<file path="config.mk">
export PLATFORM = sky130hd
export DESIGN_NAME = mem_initiator
export DESIGN_NICKNAME = d
export VERILOG_FILES = /design/src/rtl/mem_initiator.sv
export SDC_FILE = /design/constraint.sdc
export NUM_CORES = 1
export LEC_CHECK = 0
export CORE_UTILIZATION = 48
export DETAILED_ROUTE_END_ITERATION = 16
export GPL_ROUTABILITY_DRIVEN = 0
export HOLD_SLACK_MARGIN = 0.15
export PLACE_DENSITY_LB_ADDON = 0.1
export SLEW_MARGIN = 20
export SYNTH_ARGS = -nofsm -noshare
export SYNTH_HDL_FRONTEND = slang
export SYNTH_SLANG_ARGS = --single-unit
</file>
<file path="constraint.sdc">
create_clock -name clk -period 2.7 [get_ports clk]
set_input_delay 0.54 -clock clk [delete_from_list [all_inputs] [get_ports clk]]
set_output_delay 0.54 -clock clk [all_outputs]
set_load 0.02 [all_outputs]
</file>
<file path="src/rtl/mem_initiator.sv">
// mem_initiator: single-outstanding load/store bus master for the valid/ready memory interface
module mem_initiator #(
  parameter int TIMEOUT_CYCLES = 16
) (
  input  logic        clk,
  input  logic        reset,
  input  logic        req_valid,
  output logic        req_ready,
  input  logic        req_we,
  input  logic [1:0]  req_size,
  input  logic        req_unsigned,
  input  logic [31:0] req_addr,
  input  logic [31:0] req_wdata,
  output logic        resp_valid,
  output logic [31:0] resp_rdata,
  output logic        resp_err,
  output logic        mem_valid,
  input  logic        mem_ready,
  output logic [31:0] mem_addr,
  output logic [31:0] mem_wdata,
  output logic [3:0]  mem_wstrb,
  input  logic [31:0] mem_rdata
);
  typedef enum logic [1:0] {IDLE, BUS, RESP} state_t;
  state_t      state;
  logic [7:0]  cnt;
  logic        we, uns;
  logic [1:0]  size, ofs;
  logic        bad, expire;
  logic [3:0]  strb;
  logic [31:0] wdat, shifted, ld_data;
  // request decode, lane steering and load extension
  always_comb begin
    bad = req_size == 2'b11 || (req_size == 2'b01 && req_addr[0]) || (req_size == 2'b10 && req_addr[1:0] != 2'b00);
    strb = !req_we ? 4'b0000 : req_size == 2'b00 ? 4'b0001 << req_addr[1:0] : req_size == 2'b01 ? 4'b0011 << req_addr[1:0] : 4'b1111;
    wdat = req_size == 2'b00 ? {4{req_wdata[7:0]}} : req_size == 2'b01 ? {2{req_wdata[15:0]}} : req_wdata;
    shifted = mem_rdata >> {ofs, 3'b000};
    ld_data = we ? 32'd0 : size == 2'b00 ? {{24{~uns & shifted[7]}}, shifted[7:0]} : size == 2'b01 ? {{16{~uns & shifted[15]}}, shifted[15:0]} : shifted;
    expire = TIMEOUT_CYCLES != 0 && {1'b0, cnt} + 9'd1 == 9'(TIMEOUT_CYCLES);
  end
  // transaction FSM with registered bus and response outputs
  always_ff @(posedge clk) begin
    if (reset) begin
      state <= IDLE;
      req_ready <= 1'b1;
      mem_valid <= 1'b0;
      resp_valid <= 1'b0;
      resp_rdata <= '0;
      resp_err <= 1'b0;
      mem_addr <= '0;
      mem_wdata <= '0;
      mem_wstrb <= '0;
      cnt <= '0;
      we <= 1'b0;
      uns <= 1'b0;
      size <= '0;
      ofs <= '0;
    end else begin
      case (state)
        IDLE: if (req_valid) begin
          we <= req_we;
          uns <= req_unsigned;
          size <= req_size;
          ofs <= req_addr[1:0];
          mem_addr <= {req_addr[31:2], 2'b00};
          mem_wdata <= wdat;
          mem_wstrb <= strb;
          req_ready <= 1'b0;
          cnt <= '0;
          if (bad) begin
            state <= RESP;
            resp_valid <= 1'b1;
            resp_err <= 1'b1;
            resp_rdata <= '0;
          end else begin
            state <= BUS;
            mem_valid <= 1'b1;
          end
        end
        BUS: if (mem_ready || expire) begin
          state <= RESP;
          mem_valid <= 1'b0;
          resp_valid <= 1'b1;
          resp_err <= !mem_ready;
          resp_rdata <= mem_ready ? ld_data : 32'd0;
          cnt <= '0;
        end else begin
          cnt <= cnt + 8'd1;
        end
        RESP: begin
          state <= IDLE;
          resp_valid <= 1'b0;
          resp_err <= 1'b0;
          resp_rdata <= '0;
          req_ready <= 1'b1;
          cnt <= '0;
        end
        default: state <= IDLE;
      endcase
    end
  end
endmodule

</file>
==> summary.md, run 1 <==
| Metric | Value |
|---|---|
| Status | complete, no violations |
| Initial Utilization | around half |
| Synth Cell Area | between 5000 and 6000 sq um |
| YS warnings | 0 |
| Final Hold Fails | 0 |
| Minimum clock period | about 2.2 ns |
| Post-cts resize count | 0 |
| Residual DRC | 0 |
| Crit Path Category | reg -> reg |
| Worst-Skew Late Latency | 0.52 ns |
| Top cells by area, synth | dfxtp_1 44%, a21oi_1 10%, nand2_1 10% |
| Measured slew at the worst slew-check pin | roughly 0.81 ns |
| Relative slew margins | about 46% |
| VDD IR-drop max | a little over 0.0005 V |
| Htree depth | 4 |
| Clk root buf | clkbuf_8 |
| Required @ worst endpoint | 3.16 ns |
| CP Max Fanout | 16 |
| Power Dens Cells | around 600 nW/um^2 |
| Initial DRC count | 314 |
| Global-route wire length before repair | between 20000 and 30000 um |
| Worst reg-to-reg path cell count | 5 |
| Met3 usage | 12.2% |
| Overflow after GRT | 0 |
| Diode count | 0 |
| Synth unique cells | 51 |
| Initial antenna violation count | 0 |
| Final Max Slew Viols | 0 |
| Core area | around 11000 sq um |
| GRT Overall Usage | 28.3% |
| Cell leakage power | 0.00299 uW |
| Largest net degree at the start of global routing | 89 |
| Mean Syn Cell Area | about 8.1 sq um |
| Ys async rst share | 0% |
| Cell Rows | 38 |
| Worst Hold Path EP | mem_addr[28]$_SDFFE_PP0P_ |
| Die height | around 110 um |
| Post-route ant nets | 0 |
| Fin crit share | 82.0% |
| Clock Sinks | around 120 |
| HP Start | mem_addr[28]$_SDFFE_PP0P_ |
| Seq/Total Area, Yosys | between 40% and 50% |
| Max Fclk | about 450 MHz |
| CTS tree | yes |
| Die Area | approximately 12000 sq um |
| Grt met2 use | 47.1% |
| Clk pin slew, worst setup/hold paths | about 0.06 ns |
| Worst setup SP type | flop |
| IO Count | 208 |
| Post-route clock skew | 0.00622 ns |
| IO Port Bufs | around 200 |
| DR vias | around 5.5k |
| Worst path arrival time | around 2.7 ns |
| Worst Hold Path Cells | 2 |
| Die Wd | around 110 um |
| MaxCap Viol Count | 0 |
| DR WL/cell | around 16 um |
| RSZ-0062 raised after global routing | false |
| Share of the synthesized area in the top cell type | 43.8% |
| Via density | 5.48 |
| Cell accounting for the most synthesized area | dfxtp_1 |
| Total CTS buffers | 17 |
| Post-CTS Setup Repair Bufs | 0 |
| Yosys reg bits | about 120 |
| Area growth syn-to-layout | 50.3% |
| Min-delay worst type | reg -> reg |
| Met1 track demand over resource | 32.5% |
| Drt pass-1 iters | 6 |
| Routed WL | around 16000 um |
| Final setup TNS | 0 ns |
| R2r setup slk | between 0.4 and 0.5 ns |
| R2R Path End | resp_rdata[9]$_SDFFE_PP0P_ |
| # setup viols final | 0 |
| Post-CTS Hold Fix Bufs | 0 |
| Main synth FF type | dfxtp_1 |
| DPL Wire Length | approximately 11000 um |
| Vias in the first global route | between 5k and 6k |
| Crit. End Element | flop |
| Final #Nets | around 960 |
| Syn Inst Count | ~660 |
| GR peak layer | met2 |
| Min Hold Slack | 0.453 ns |
| Clk buf depth | 2 |
| Layout cells sized above 1 | about 8.0% |
| Reg2reg start | ofs[1]$_SDFFE_PP0P_ |
| Overall Power | roughly 5000 uW |
| Number of flops mapped to enable cells by yosys | 0 |
==> registers in the layout, summed over array words and instances, names as in the netlist <==
name        cells
resp_valid      1
mem_wstrb       4
size            2
uns             1
mem_wdata      32
cnt             8
mem_addr       30
resp_rdata     32
we              1
req_ready       1
resp_err        1
state           2
ofs             2
mem_valid       1
==> area by class of cell <==
cell class	instances	area, sq um
Timing Repair Buffer	223	2210
Clock buffer	20	435
Tap cell	140	175
Multi-Input combinational cell	485	2760
Sequential cell	118	2360
Fill cell	827	2790
Inverter	7	26.3
Clock inverter	12	130
==> worst max path at each step <==
stage                                    from                          end  slack (ns)  depth (start not counted)
after floorplan                   req_addr[0]  resp_rdata[10]$_SDFFE_PP0P_        0.70                          9
after global placement            req_addr[0]  resp_rdata[10]$_SDFFE_PP0P_        0.15                          9
after detailed placement          req_addr[0]  resp_rdata[13]$_SDFFE_PP0P_        0.04                          9
after CTS                 ofs[1]$_SDFFE_PP0P_  resp_rdata[24]$_SDFFE_PP0P_        0.54                          6
after global routing      ofs[1]$_SDFFE_PP0P_  resp_rdata[14]$_SDFFE_PP0P_        0.27                          5
final                     ofs[1]$_SDFFE_PP0P_   resp_rdata[9]$_SDFFE_PP0P_        0.48                          5
==> metrics by stage <==
| step | worst slack [ns] | utilization, % | cell area, sq um | instances |
|---|---|---|---|---|
| floorplan | 0.703 | - | 5390 | 664 |
| global placement | 0.146 | 69.2 | 7530 | 973 |
| finish | 0.485 | 74.4 | 8100 | 1005 |
| detailed placement | 0.0363 | 69.2 | 7530 | 973 |
| global route | 0.274 | 74.4 | 8100 | 1005 |
| CTS | 0.540 | 74.4 | 8100 | 1005 |
==> cells in the final DEF (no fill, tap or decap), types with 6 or more instances in the layout <==
| cell type | instances |
|---|---|
| inv_1 | 6 |
| o211ai_1 | 13 |
| dfxtp_1 | 118 |
| nand2_1 | 143 |
| nor2_1 | 29 |
| clkdlybuf4s50_1 | 204 |
| ha_1 | 6 |
| clkbuf_16 | 16 |
| buf_4 | 17 |
| a311oi_1 | 8 |
| mux2i_1 | 33 |
| a211oi_1 | 9 |
| mux2_2 | 10 |
| a32o_1 | 8 |
| nand3_1 | 8 |
| a21oi_1 | 108 |
| o21ai_0 | 55 |
==> kinds of logic (layout without fill, tap and decap cells) <==
logic type,after synthesis,count (layout),synth area share (%)
DFF,118,118,43.8
and+or+nand+nor,213,213,17.0
xor gates and xnor gates,1,1,0.163
adders and majority gates,6,6,1.39
buffers and inverters,61,262,5.09
muxes,43,43,8.22
other,1,2,0.0696
AOI/OAI and AO/OA,220,220,24.2
==> cells in the mapped netlist (6+ instances only) <==
library cell / instances
inv_1: 6
mux2i_1: 33
o211ai_1: 13
a311oi_1: 8
nand2_1: 144
ha_1: 6
clkbuf_1: 34
a32o_1: 8
a211oi_1: 9
buf_4: 6
o21ai_0: 56
dfxtp_1: 118
buf_1: 6
mux2_2: 10
a21oi_1: 108
nand3_1: 8
nor2_1: 29
==> critical path, cell delays in order, from the launching register on <==
cell and delay (ns):
dfxtp_1 0.55, inv_1 0.32, mux2i_1 0.22, o21a_1 0.21, nor3_1 0.62, a32o_1 0.22
==> routing by layer <==
layer  part of all wire, %  wire length, um  up-vias
met5                     0                0        -
met1                    40             6420     2556
met3                   9.8             1590       18
li1                      -                -     2700
met4                   1.2              201        0
met2                    49             7940      233
==> power breakdown <==
| part | switching, uW | leakage [uW] | internal (uW) |
|---|---|---|---|
| clock network | 807 | 0.000263 | 1330 |
| logic | 491 | 0.00176 | 446 |
| registers | 64.1 | 0.000965 | 1840 |
Note: power is estimated with default switching activity, not from simulation.
==> inputs of run 2 (changes only) <==
--- a/config.mk
+++ b/config.mk
@@ -5,7 +5,7 @@
 export SDC_FILE = /design/constraint.sdc
 export NUM_CORES = 1
 export LEC_CHECK = 0
-export CORE_UTILIZATION = 48
+export CORE_UTILIZATION = 40
 export DETAILED_ROUTE_END_ITERATION = 16
 export GPL_ROUTABILITY_DRIVEN = 0
 export HOLD_SLACK_MARGIN = 0.15
==> constraint.sdc (replaced) <==
create_clock -name clk -period 2 [get_ports clk]
set_input_delay 0.4 -clock clk [delete_from_list [all_inputs] [get_ports clk]]
set_output_delay 0.4 -clock clk [all_outputs]
set_load 0.02 [all_outputs]
==> summary.md, run 2 (synthesis results as in run 1) <==
| Metric | Value |
|---|---|
| Status | complete, no violations (unchanged) |
| Die Area | 13900 sq um (was 11700 sq um) |
| Via density | 5.20 (was 5.48) |
| Initial DRC count | 365 (was 314) |
| Largest registers | mem_wdata x32, resp_rdata x32, mem_addr x30 (unchanged) |
| Post-CTS Hold Fix Bufs | 0 (unchanged) |
| Worst Hold Path EP | resp_rdata[15]$_SDFFE_PP0P_ (was mem_addr[28]$_SDFFE_PP0P_) |
| Initial Utilization | 40.8% (was 49.5%) |
| R2r setup slk | 0.11 ns (was 0.48 ns) |
| Diode count | 0 (unchanged) |
| Layout Cells excl Fill | 1063 (was 1005) |
| Drt pass-1 iters | 4 (was 6) |
| VDD IR-drop max | 0.000662 V (was 0.000516 V) |
| Final Hold Fails | 0 (unchanged) |
| Clk buf depth | 2 (unchanged) |
| Required @ worst endpoint | 2.34 ns (was 3.16 ns) |
| Routed WL | 16400 um (was 16100 um) |
| Clock Sinks | 118 (unchanged) |
| CTS tree | yes (unchanged) |
| Core area | 13200 sq um (was 10900 sq um) |
| Min Hold Slack | 0.449 ns (was 0.453 ns) |
| Cell Rows | 42 (was 38) |
| Pre-CTS WS | -0.460 ns (was 0.0363 ns) |
| Relative slew margins | 50.7% (was 45.8%) |
| IO Port Bufs | 205 (unchanged) |
| Final setup TNS | 0 ns (unchanged) |
| Min-delay worst type | in -> reg (was reg -> reg) |
| Clk pin slew, worst setup/hold paths | 0.05 ns (was 0.06 ns) |
| Clk root buf | clkbuf_16 (was clkbuf_8) |
| Residual DRC | 0 (unchanged) |
| Measured slew at the worst slew-check pin | 0.734 ns (was 0.807 ns) |
| R2R Path End | resp_rdata[25]$_SDFFE_PP0P_ (was resp_rdata[9]$_SDFFE_PP0P_) |
| Max Fclk | between 500 and 600 MHz |
| MaxCap Viol Count | 0 (unchanged) |
| Post-route clock skew | 0.00537 ns (was 0.00622 ns) |
| Area growth syn-to-layout | 56.5% (was 50.3%) |
| Global-route wire length before repair | 26400 um (was 25600 um) |
| IO Count | 208 (unchanged) |
| Final #Nets | 984 (was 962) |
| Most frequent cells in the layout | 204 x clkdlybuf4s50_1, 143 x nand2_1, 114 x dfxtp_1 (was 204 x clkdlybuf4s50_1, 143 x nand2_1, 118 x dfxtp_1) |
| Cell leakage power | 0.00316 uW (was 0.00299 uW) |
| DR vias | 5530 (was 5507) |
| Final Max Slew Viols | 0 (unchanged) |
| Placed Instances | 1030 (was 973) |
| Reg2reg start | cnt[1]$_SDFFE_PP0P_ (was ofs[1]$_SDFFE_PP0P_) |
| Worst Hold Path Cells | 3 (was 2) |
| Layout cells sized above 1 | 11.5% (was 7.98%) |
| # setup viols final | 0 (unchanged) |
| Post-route ant nets | 0 (unchanged) |
| Overflow after GRT | 0 (unchanged) |
| CP Launch Point | req_addr[0] (was ofs[1]$_SDFFE_PP0P_) |
| Worst setup SP type | input pin (was flop) |
| Commonest non-fill, non-tap cell in the layout | clkdlybuf4s50_1 (unchanged) |
| Worst path arrival time | 2.23 ns (was 2.67 ns) |
| Htree depth | 4 (unchanged) |
| RSZ-0062 raised after global routing | true (was false) |
| Largest net degree at the start of global routing | 59 (was 89) |
| Die Wd | 118 um (was 108 um) |
| Power Dens Cells | 844 nW/um^2 (was 616 nW/um^2) |
| GRT Overall Usage | 23.4% (was 28.3%) |
| Post-route setup slack | 0.106 ns (was 0.485 ns) |
| HP Start | reset (was mem_addr[28]$_SDFFE_PP0P_) |
| Initial antenna violation count | 0 (unchanged) |
| CP Max Fanout | 12 (was 16) |
| Minimum clock period | between 1.5 and 2 ns |
| Worst-Skew Late Latency | 0.41 ns (was 0.52 ns) |
| Die height | 118 um (was 108 um) |
| Crit Path Category | in -> reg (was reg -> reg) |
| DR WL/cell | 15.4 um (was 16.1 um) |
| Overall Power | 7120 uW (was 4980 uW) |
| Crit. End Element | flop (unchanged) |
| Total CTS buffers | 17 (unchanged) |
| Fin crit share | between 90% and 100% |
| Vias in the first global route | 5212 (was 5215) |
| DPL Wire Length | 11600 um (was 11200 um) |
| Worst reg-to-reg path cell count | 7 (was 5) |
## run 2: cell types whose count changed in the layout (fill, tap and decap cells not counted), moves of 2 or more
cell,previous run,this run
clkinvlp_4,5,2
bufinv_16,2,4
o21ai_1,1,5
o21ai_0,55,51
dfxtp_1,118,114
buf_12,2,4
dfxtp_2,0,4
buf_4,17,36
ha_2,0,2
ha_1,6,4
## run 2: repair_timing
action	CTS	global route
setup endpoints to repair	8	32
resized for setup	1	17
cloned	0	1
pin swaps	0	4
buffers inserted	0	0
## run 2: routing by layer
metal	vias to the layer above	part of all wire [%]	GRT usage, %
met3	15	7.8	8.67
met5	-	0	0
li1	2752	-	-
met4	0	1.1	6.97
met1	2575	44	29.1
met2	188	47	37.7
## run 2: worst max path at each step
stage | end | slack (ns) | cells past startpoint
floorplan | resp_rdata[10]$_SDFFE_PP0P_ | 0.14 | 9
global placement | resp_rdata[10]$_SDFFE_PP0P_ | -0.39 | 9
detailed placement | resp_rdata[13]$_SDFFE_PP0P_ | -0.46 | 9
CTS | resp_rdata[12]$_SDFFE_PP0P_ | 0.004 | 10
global route | resp_rdata[23]$_SDFFE_PP0P_ | -0.02 | 8
finish | resp_rdata[25]$_SDFFE_PP0P_ | 0.11 | 10
## run 2: stage by stage
| step | utilization [%] | cell area, sq um |
|---|---|---|
| after global placement | 58.8 | 7760 |
| after CTS | 63.7 | 8400 |
| after global routing | 63.9 | 8430 |
| after floorplan | - | 5390 |
| final | 63.9 | 8430 |
| after detailed placement | 58.8 | 7760 |
## run 2: final cells by class
cell class / instances / area [sq um]
fillers: 1128 / 4760
multi-input cells: 485 / 2780
repair buffers: 245 / 2400
flip-flops and latches: 118 / 2370
clock buffers: 20 / 457
well taps: 176 / 220
clock inverters: 12 / 176
inverters: 7 / 26.3
## run 2: critical path, cell delays in order
cell and delay [ns]:
clkdlybuf4s50_1 0.42, inv_1 0.09, ha_2 0.19, nand2b_1 0.09, nand3_2 0.11, a21oi_4 0.07, a311oi_4 0.37, buf_4 0.26
o21ai_0 0.09, a21oi_1 0.15
## run 2: where the power goes
| part | leakage (uW) | switching [uW] | internal [uW] |
|---|---|---|---|
| Clock | 0.000306 | 1080 | 2150 |
| Sequential | 0.000967 | 81.9 | 2490 |
| Combinational | 0.00189 | 682 | 642 |
| Total | 0.00316 | 1840 | 5280 |
